===== config.mk =====
export PLATFORM = sky130hd
export DESIGN_NAME = inst_encoder_flat
export DESIGN_NICKNAME = d
export VERILOG_FILES = /design/src/rtl/inst_encoder_if.sv /design/src/rtl/inst_encoder.sv /design/src/flat_wrapper.sv
export SDC_FILE = /design/constraint.sdc
export NUM_CORES = 1
export LEC_CHECK = 0
export BUFFER_PORTS_ARGS = -buffer_cell sky130_fd_sc_hd__clkbuf_2
export CAP_MARGIN = 20
export CORE_MARGIN = 2
export CORE_UTILIZATION = 30
export DETAILED_ROUTE_END_ITERATION = 6
export GPL_TIMING_DRIVEN = 0
export SYNTH_ARGS = -nofsm -noshare
export SYNTH_HDL_FRONTEND = slang
export SYNTH_SLANG_ARGS = --single-unit

===== constraint.sdc =====
create_clock -name clk -period 7.74 [get_ports clk]
set_input_delay 0.774 -clock clk [delete_from_list [all_inputs] [get_ports clk]]
set_output_delay 0.774 -clock clk [all_outputs]
set_load 0.1 [all_outputs]

===== src/rtl/inst_encoder_if.sv =====
// ---------------------------------------------------------------------------
// inst_encoder_if
//   Bundles the request and output handshakes of the instruction encoder.
//   Request side: req_valid/req_ready plus the instruction fields
//   (fmt, opcode, rd, rs1, rs2, funct3, funct7, imm).
//   Output side : out_valid/out_ready plus out_inst, out_addr and out_err.
//   modport slave  : the encoder (consumes requests, produces words)
//   modport master : the loader / IMEM writer side driving it
// ---------------------------------------------------------------------------
interface inst_encoder_if #(
  parameter int ADDR_W = 32
);
  logic              req_valid;
  logic              req_ready;
  logic [2:0]        fmt;
  logic [6:0]        opcode;
  logic [4:0]        rd;
  logic [4:0]        rs1;
  logic [4:0]        rs2;
  logic [2:0]        funct3;
  logic [6:0]        funct7;
  logic [31:0]       imm;

  logic              out_valid;
  logic              out_ready;
  logic [31:0]       out_inst;
  logic [ADDR_W-1:0] out_addr;
  logic              out_err;

  modport slave (
    input  req_valid, fmt, opcode, rd, rs1, rs2, funct3, funct7, imm,
    input  out_ready,
    output req_ready,
    output out_valid, out_inst, out_addr, out_err
  );

  modport master (
    output req_valid, fmt, opcode, rd, rs1, rs2, funct3, funct7, imm,
    output out_ready,
    input  req_ready,
    input  out_valid, out_inst, out_addr, out_err
  );
endinterface


===== src/rtl/inst_encoder.sv =====
// ---------------------------------------------------------------------------
// inst_encoder
//   Packs RV32I instruction fields and a 32-bit immediate into an instruction
//   word (inverse of the immediate generator) and presents it on a registered
//   valid/ready stage together with an auto-incrementing IMEM byte address.
//   Requests whose immediate cannot be represented in the chosen format (or
//   that use an illegal format) are replaced by NOP_WORD and flagged out_err.
//
// Ports
//   clk, rst    clock, synchronous active-high reset
//   start       load address counter from base_addr (word aligned), clear err_cnt
//   base_addr   first IMEM byte address
//   bus         request / output handshake bundle (inst_encoder_if.slave)
//   err_cnt     number of errored words accepted downstream, saturating at 255
// ---------------------------------------------------------------------------
module inst_encoder #(
  parameter int          ADDR_W   = 32,
  parameter logic [31:0] NOP_WORD = 32'h0000_0013
) (
  input  logic              clk,
  input  logic              rst,
  input  logic              start,
  input  logic [ADDR_W-1:0] base_addr,
  inst_encoder_if.slave     bus,
  output logic [7:0]        err_cnt
);

  typedef enum logic [2:0] {
    FMT_R = 3'd0,
    FMT_I = 3'd1,
    FMT_S = 3'd2,
    FMT_B = 3'd3,
    FMT_U = 3'd4,
    FMT_J = 3'd5
  } fmt_e;

  logic [ADDR_W-1:0] addr_cnt;
  logic [ADDR_W-1:0] base_aligned;
  logic [ADDR_W-1:0] accept_addr;
  logic              accept;
  logic [31:0]       enc_word;
  logic              enc_err;
  logic              fits_12;   // imm is a sign-extended 12-bit value
  logic              fits_13;   // imm is a sign-extended 13-bit value
  logic              fits_21;   // imm is a sign-extended 21-bit value

  assign bus.req_ready = !bus.out_valid || bus.out_ready;
  assign accept        = bus.req_valid && bus.req_ready;

  assign base_aligned  = base_addr & ~ADDR_W'(3);
  // A request accepted in the same cycle as start is the first word at base.
  assign accept_addr   = start ? base_aligned : addr_cnt;

  // Sign-extension checks: all bits above the field's sign bit equal it.
  assign fits_12 = (&bus.imm[31:11]) || !(|bus.imm[31:11]);
  assign fits_13 = (&bus.imm[31:12]) || !(|bus.imm[31:12]);
  assign fits_21 = (&bus.imm[31:20]) || !(|bus.imm[31:20]);

  always_comb begin
    // NOTE: every output of this block gets a default first, so no path
    // through the case can leave a value held and infer a latch.
    enc_word = NOP_WORD;
    enc_err  = 1'b1;
    case (bus.fmt)
      FMT_R: begin
        enc_word = {bus.funct7, bus.rs2, bus.rs1, bus.funct3, bus.rd, bus.opcode};
        enc_err  = 1'b0;
      end
      FMT_I: begin
        enc_word = {bus.imm[11:0], bus.rs1, bus.funct3, bus.rd, bus.opcode};
        enc_err  = !fits_12;
      end
      FMT_S: begin
        enc_word = {bus.imm[11:5], bus.rs2, bus.rs1, bus.funct3, bus.imm[4:0], bus.opcode};
        enc_err  = !fits_12;
      end
      FMT_B: begin
        enc_word = {bus.imm[12], bus.imm[10:5], bus.rs2, bus.rs1, bus.funct3,
                    bus.imm[4:1], bus.imm[11], bus.opcode};
        enc_err  = !fits_13 || bus.imm[0];
      end
      FMT_U: begin
        enc_word = {bus.imm[31:12], bus.rd, bus.opcode};
        enc_err  = |bus.imm[11:0];
      end
      FMT_J: begin
        enc_word = {bus.imm[20], bus.imm[10:1], bus.imm[11], bus.imm[19:12],
                    bus.rd, bus.opcode};
        enc_err  = !fits_21 || bus.imm[0];
      end
      default: begin
        enc_word = NOP_WORD;
        enc_err  = 1'b1;
      end
    endcase
    if (enc_err) begin
      enc_word = NOP_WORD;
    end
  end

  // NOTE: state registers use non-blocking assignments so every register
  // samples pre-edge values regardless of statement order.
  always_ff @(posedge clk) begin
    if (rst) begin
      bus.out_valid <= 1'b0;
      bus.out_inst  <= '0;
      bus.out_addr  <= '0;
      bus.out_err   <= 1'b0;
      addr_cnt      <= '0;
      err_cnt       <= '0;
    end else begin
      // Output stage: load on accept, otherwise drain when consumed, else hold.
      if (accept) begin
        bus.out_valid <= 1'b1;
        bus.out_inst  <= enc_word;
        bus.out_addr  <= accept_addr;
        bus.out_err   <= enc_err;
      end else if (bus.out_ready) begin
        bus.out_valid <= 1'b0;
      end

      if (accept) begin
        addr_cnt <= accept_addr + ADDR_W'(4);
      end else if (start) begin
        addr_cnt <= base_aligned;
      end

      // Errors are counted when the errored word leaves, not when it enters.
      if (start) begin
        err_cnt <= '0;
      end else if (bus.out_valid && bus.out_ready && bus.out_err && (err_cnt != 8'hFF)) begin
        err_cnt <= err_cnt + 8'd1;
      end
    end
  end

endmodule


===== src/flat_wrapper.sv =====
// flat-port wrapper written by rule: the top's interface ports become plain ports
module inst_encoder_flat 
#(
  parameter int          ADDR_W   = 32,
  parameter logic [31:0] NOP_WORD = 32'h0000_0013
)
  (clk, rst, start, base_addr, err_cnt, bus_req_valid, bus_fmt, bus_opcode, bus_rd, bus_rs1, bus_rs2, bus_funct3, bus_funct7, bus_imm, bus_out_ready, bus_req_ready, bus_out_valid, bus_out_inst, bus_out_addr, bus_out_err);
  inst_encoder_if #(.ADDR_W(ADDR_W)) bus_i ();
  input  logic clk;
  input  logic rst;
  input  logic start;
  input  logic [ADDR_W-1:0] base_addr;
  output logic [7:0] err_cnt;
  input wire logic [$bits(bus_i.req_valid)-1:0] bus_req_valid;
  input wire logic [$bits(bus_i.fmt)-1:0] bus_fmt;
  input wire logic [$bits(bus_i.opcode)-1:0] bus_opcode;
  input wire logic [$bits(bus_i.rd)-1:0] bus_rd;
  input wire logic [$bits(bus_i.rs1)-1:0] bus_rs1;
  input wire logic [$bits(bus_i.rs2)-1:0] bus_rs2;
  input wire logic [$bits(bus_i.funct3)-1:0] bus_funct3;
  input wire logic [$bits(bus_i.funct7)-1:0] bus_funct7;
  input wire logic [$bits(bus_i.imm)-1:0] bus_imm;
  input wire logic [$bits(bus_i.out_ready)-1:0] bus_out_ready;
  output wire logic [$bits(bus_i.req_ready)-1:0] bus_req_ready;
  output wire logic [$bits(bus_i.out_valid)-1:0] bus_out_valid;
  output wire logic [$bits(bus_i.out_inst)-1:0] bus_out_inst;
  output wire logic [$bits(bus_i.out_addr)-1:0] bus_out_addr;
  output wire logic [$bits(bus_i.out_err)-1:0] bus_out_err;
  assign bus_i.req_valid = bus_req_valid;
  assign bus_i.fmt = bus_fmt;
  assign bus_i.opcode = bus_opcode;
  assign bus_i.rd = bus_rd;
  assign bus_i.rs1 = bus_rs1;
  assign bus_i.rs2 = bus_rs2;
  assign bus_i.funct3 = bus_funct3;
  assign bus_i.funct7 = bus_funct7;
  assign bus_i.imm = bus_imm;
  assign bus_i.out_ready = bus_out_ready;
  assign bus_req_ready = bus_i.req_ready;
  assign bus_out_valid = bus_i.out_valid;
  assign bus_out_inst = bus_i.out_inst;
  assign bus_out_addr = bus_i.out_addr;
  assign bus_out_err = bus_i.out_err;
  inst_encoder #(.ADDR_W(ADDR_W), .NOP_WORD(NOP_WORD)) u_core (.clk(clk), .rst(rst), .start(start), .base_addr(base_addr), .bus(bus_i), .err_cnt(err_cnt));
endmodule

After elaboration in Yosys (flattened, before gate mapping)
Index checks and enable logic that the tools add are counted.

operators by class
  $lt $le $gt $ge = 0
  shifts and indexed selects = 0
  multiply operators = 0
  bitwise gates (word level) = 0
  add/subtract/negate cells = 2
  mux-type cells = 7
  reduce and logical (&&, ||, !) cells = 28
  equal/unequal tests = 6
  div/mod/pow operators = 0

operators with widths
  operator               number
  $pmux 32 s6            1
  $mux 32                3
  $add 32x3->32 const B  1
  $reduce_or 12->1       2
  $reduce_and 21->1      1
  $reduce_or 21->1       1
  $reduce_and 20->1      1
  $reduce_or 20->1       1
  $reduce_and 12->1      1
  $add 8x1->8 const B    1
  $ne 8x8->1 const B     1
  $logic_not 1->1        7
  $eq 3x2->1 const B     2
  $eq 3x3->1 const B     2
  $logic_or 1x1->1       6
  $pmux 1 s5             1
  $logic_and 1x1->1      4
  $reduce_or 2->1        2
  $eq 3x1->1 const B     1
  $logic_not 3->1        1
  $mux 1                 2
  $reduce_bool 2->1      1

word-level totals
  word-level logic and storage cells = 49
  RAM bits = 0
  memories kept = 0
  memory bits (read-only) = 0
  latch bits = 0
  register bits = 106
  output and inout port bits = 75

Depth between registers and ports, before layout
  word-level depth = 7
  depth in mapped cells = 13
  gate-level depth less buffers = 8

Worst setup path before layout
OpenSTA, ideal clock, no wires.

  kind = in2reg
  from = in start
  to = reg u_core.addr_cnt[22]
  slack = 4.395 ns
  arrival = 3.259 ns
  cell stages on the path = 12
  path buffers = 4
  cell sequence = buf_6 -> buf_2 -> buf_1 -> buf_2 -> mux2i_1 -> inv_1 -> ha_1 -> inv_1 -> a2111oi_4 -> nand4b_1 -> or3_1 -> a221oi_2

between the ends
  longest elaborated chain between the ends = 3

ends and longest elaborated chain
  element                          RTL line             RTL
  from (decl)                      flat_wrapper.sv:11   input logic start;
  $mux 32                          -
  named net u_core.accept_addr[3]  inst_encoder.sv:39   logic [ADDR_W-1:0] accept_addr;
  $add 32x3->32                    inst_encoder.sv:123  addr_cnt <= accept_addr + ADDR_W'(4);
  $mux 32                          inst_encoder.sv:122  if (accept) begin
  to (signal assigned)             inst_encoder.sv:123
  to (signal assigned)             inst_encoder.sv:125  addr_cnt <= base_aligned;
  to (decl)                        inst_encoder.sv:37   logic [ADDR_W-1:0] addr_cnt;

The timed path passes the listed nets, and every way through them passes these cells.
A chain may end at the register's enable or synchronous reset.

Worst setup path after layout
  from = in start
  to = reg u_core.addr_cnt[28]

Same word-level chain as after synthesis.

==> results_dict.tcl <==
set metrics [dict create \
    r2r-end "u_core.addr_cnt[28]" \
    start_util_pct 30.8 \
    avgSynthCellArea_um2 8.85 \
    critical_path.startpoint "start" \
    fmax_ghz 0.255 \
    holdCritPathClass "register to register" \
    mappedNetlistArea_um2 5590 \
    cts_made_buffers 9 \
    drtAntennaViolNets 0 \
    slew_violations 0 \
    cts_tree "built" \
    detailedPlacementHpwl_um 15100 \
    cts.root.buffer_cell "clkbuf_16" \
    gate_count_after_technology_mapping 632 \
    worst_pin_slew_ns 0.697 \
    crit_path_end_kind "register" \
    ys_ff_latch 106 \
    final_cell_mix "173 x clkbuf_2, 106 x dfxtp_1, 74 x nor2_1" \
    finalWorstPathRequiredPeriod_ns 3.93 \
    final.period_utilization_pct 50.8 \
    met3_length_um 1380 \
    hold_startpoint "u_core.addr_cnt[0]" \
    grt_antenna_before_repair 1 \
    grt_setup_unrepaired "false" \
    synth_top_cells_by_area "dfxtp_1 38%, mux2i_1 5.4%, nor2_1 5.0%" \
    grt_max_degree 18 \
    crit-reg2reg-launch "u_core.addr_cnt[3]" \
    gr-total-overflow 0 \
    ir_worst_vdd_v 0.0000873 \
    grtUsageTotal_pct 19.7 \
    vias_per_cell 5.47 \
    timing.slew.headroom_pct 53.3 \
    syn_to_final_growth_pct 26.0 \
    vias 5736 \
    syn-num-nets 738 \
    drt_drc_violations_left 0 \
    reg2reg_setup_slack_ns 5.30 \
    gp_congestion 0.970 \
    dr.pass1.iters 5 \
    report.final.hold_viol_count 0 \
    worst_path_max_delay_cell "a2111oi_4" \
    placement.io_buffers 173 \
    critical_path_class "input port to register" \
    routed_wire_length_per_instance_um 18.8 \
    design.portCount 179 \
    max_stage_delay_ns 0.61 \
    p_per_area_nw_per_um2 206 \
    routed_wl_um 19800 \
    max_cap_viol_count 0 \
    die_span_in_x_um 141 \
    outcome "finished, final reports clean" \
    route.layer.met1.wl_um 8400 \
    tritoncts_num_sinks 106 \
    cp.depth 13 \
    die_area_um2 19800 \
    detailedRoute.firstIterationViolations 287 \
    clock_insertion_delay_worst_skew_ns 0.36 \
    timing.clock.skew_ns 0.0113 \
    timing.critical_path.to "u_core.addr_cnt[28]" \
    critical_path.most_common_cell "buf_2" \
    crit_family "buffers and inverters" \
    dieHeight_um 141 \
    synth_edf_count 0 \
    min_delay_path_depth 2 \
    finalSetupViolations 0 \
    top_layer "met4" \
    met2RoutedLength_um 9400 \
    cp_cell_sequence "buf_6 -> buf_2 -> buf_1 -> buf_2 -> mux2i_1 -> inv_1 -> ha_1 -> inv_1 -> a2111oi_4 -> nand4b_1 -> buf_2 -> o31a_1 -> nor3_1" \
    num_rows 49 \
    max_fo_critical_path 10 \
    synthArstFlopShare_pct 0 \
    arrival_ns 4.21 \
    r2r_cells 9 \
    startpoint_type "input port" \
    cts-root-to-sink-buffers 2 \
    ctsHoldBuffers 0 \
    synth.largest_area_cell "dfxtp_1" \
    static-leakage-power_nw 2.88 \
    ctsHtreeMaxLevel 3 \
    ys_types 62 \
    ant_cells 0 \
    coreArea_um2 18100 \
    totalPowerFinal_w 0.00145 \
    layout_commonest_cell "clkbuf_2" \
    post_route_cells_drive_above_1_share_pct 27.2 \
    postCtsResizedCells 0 \
    cts.repair_timing.setup_buffer_count 0 \
    cp.buffers_inverters 7 \
    number_of_global_route_vias_before_repair 5495 \
    clkSlewWorstSetupHoldPaths_ns 0.08 \
    worst-endpoint-required_ns 8.02 \
    synthDominantCellAreaShare_pct 37.9 \
    synth.yosys.warnings 0 \
    tns_ns 0 \
    finalNetCount 922 \
    postSynth.topFlopCell "dfxtp_1" \
    sequential_fraction_of_the_synthesis_area_pct 37.9 \
    grt_first_pass_wirelength_um 30300 \
]
[cell families after synthesis]
group | share of synthesized area, %
xor gates and xnor gates | 2.66
muxes | 9.19
and+or+nand+nor | 23.8
adders and majority gates | 0.447
AOI/OAI and AO/OA | 21.6
buffers and inverters | 4.36
DFF | 37.9
[worst min-delay path by stage]
stage                         end  slack, ns
2_1_floorplan  u_core.addr_cnt[0]       0.40
3_3_place_gp   u_core.addr_cnt[1]       0.42
3_5_place_dp   u_core.addr_cnt[1]       0.42
4_1_cts        u_core.addr_cnt[1]       0.43
5_1_grt        u_core.addr_cnt[1]       0.45
6_report       u_core.addr_cnt[0]       0.43
[state kept, by name, summed over array words and instances, names as in the netlist]
name	cells
u_core.bus.out_err	1
u_core.err_cnt	8
u_core.bus.out_inst	32
u_core.bus.out_valid	1
u_core.addr_cnt	32
u_core.bus.out_addr	32
[layer usage]
layer  vias to the layer above  GRT usage (%)
li1                       2747              -
met1                      2716           24.1
met2                       235           33.4
met3                        38           4.58
met4                         0           8.26
met5                         -              0
[cell usage after synthesis, drive strengths merged (4+ instances only)]
| cell type | instances |
|---|---|
| o41ai | 25 |
| xor2 | 4 |
| clkbuf | 36 |
| nand4 | 10 |
| o22a | 8 |
| nor3 | 26 |
| nor4 | 12 |
| buf | 12 |
| or3 | 6 |
| a211oi | 31 |
| a21oi | 9 |
| o31a | 6 |
| o21ai | 11 |
| a22o | 4 |
| and3 | 4 |
| o31ai | 4 |
| inv | 9 |
| mux2 | 19 |
| nor2b | 12 |
| dfxtp | 106 |
| nand2 | 41 |
| a221oi | 4 |
| nand3b | 28 |
| nor2 | 74 |
| a22oi | 26 |
| nand3 | 25 |
| mux2i | 30 |
| xnor2 | 13 |
[final cells by class]
class	count	area (um2)
Fill cell	1917	11100
Multi-Input combinational cell	469	3230
Sequential cell	106	2120
Timing Repair Buffer	173	866
Tap cell	229	287
Clock buffer	10	239
Buffer	48	210
Clock inverter	5	63.8
Inverter	9	33.8
[stage by stage]
step | worst slack (ns) | utilization [%] | instances | hold slack (ns) | area (um2)
2_1_floorplan | 4.40 | - | 632 | 0.404 | 5590
4_1_cts | 3.83 | 38.8 | 1049 | 0.428 | 7050
5_1_grt | 3.54 | 38.8 | 1049 | 0.450 | 7050
3_5_place_dp | 3.48 | 37.2 | 1034 | 0.418 | 6750
3_3_place_gp | 3.49 | 37.2 | 1034 | 0.419 | 6750
6_report | 3.81 | 38.8 | 1049 | 0.425 | 7050
[tightest hold or removal path, stage by stage (launching register included)]
cell and delay, ns:
dfxtp_1 0.30, inv_1 0.04, nor2_1 0.04
[report_power, final]
part	internal, W	leakage [nW]	switching (W)	total [W]
clock network	0.000261	0.145	0.000221	0.000481
logic	0.0000933	1.87	0.000283	0.000376
registers	0.000575	0.870	0.0000175	0.000593
No activity file was read; power rests on OpenSTA's default activity.
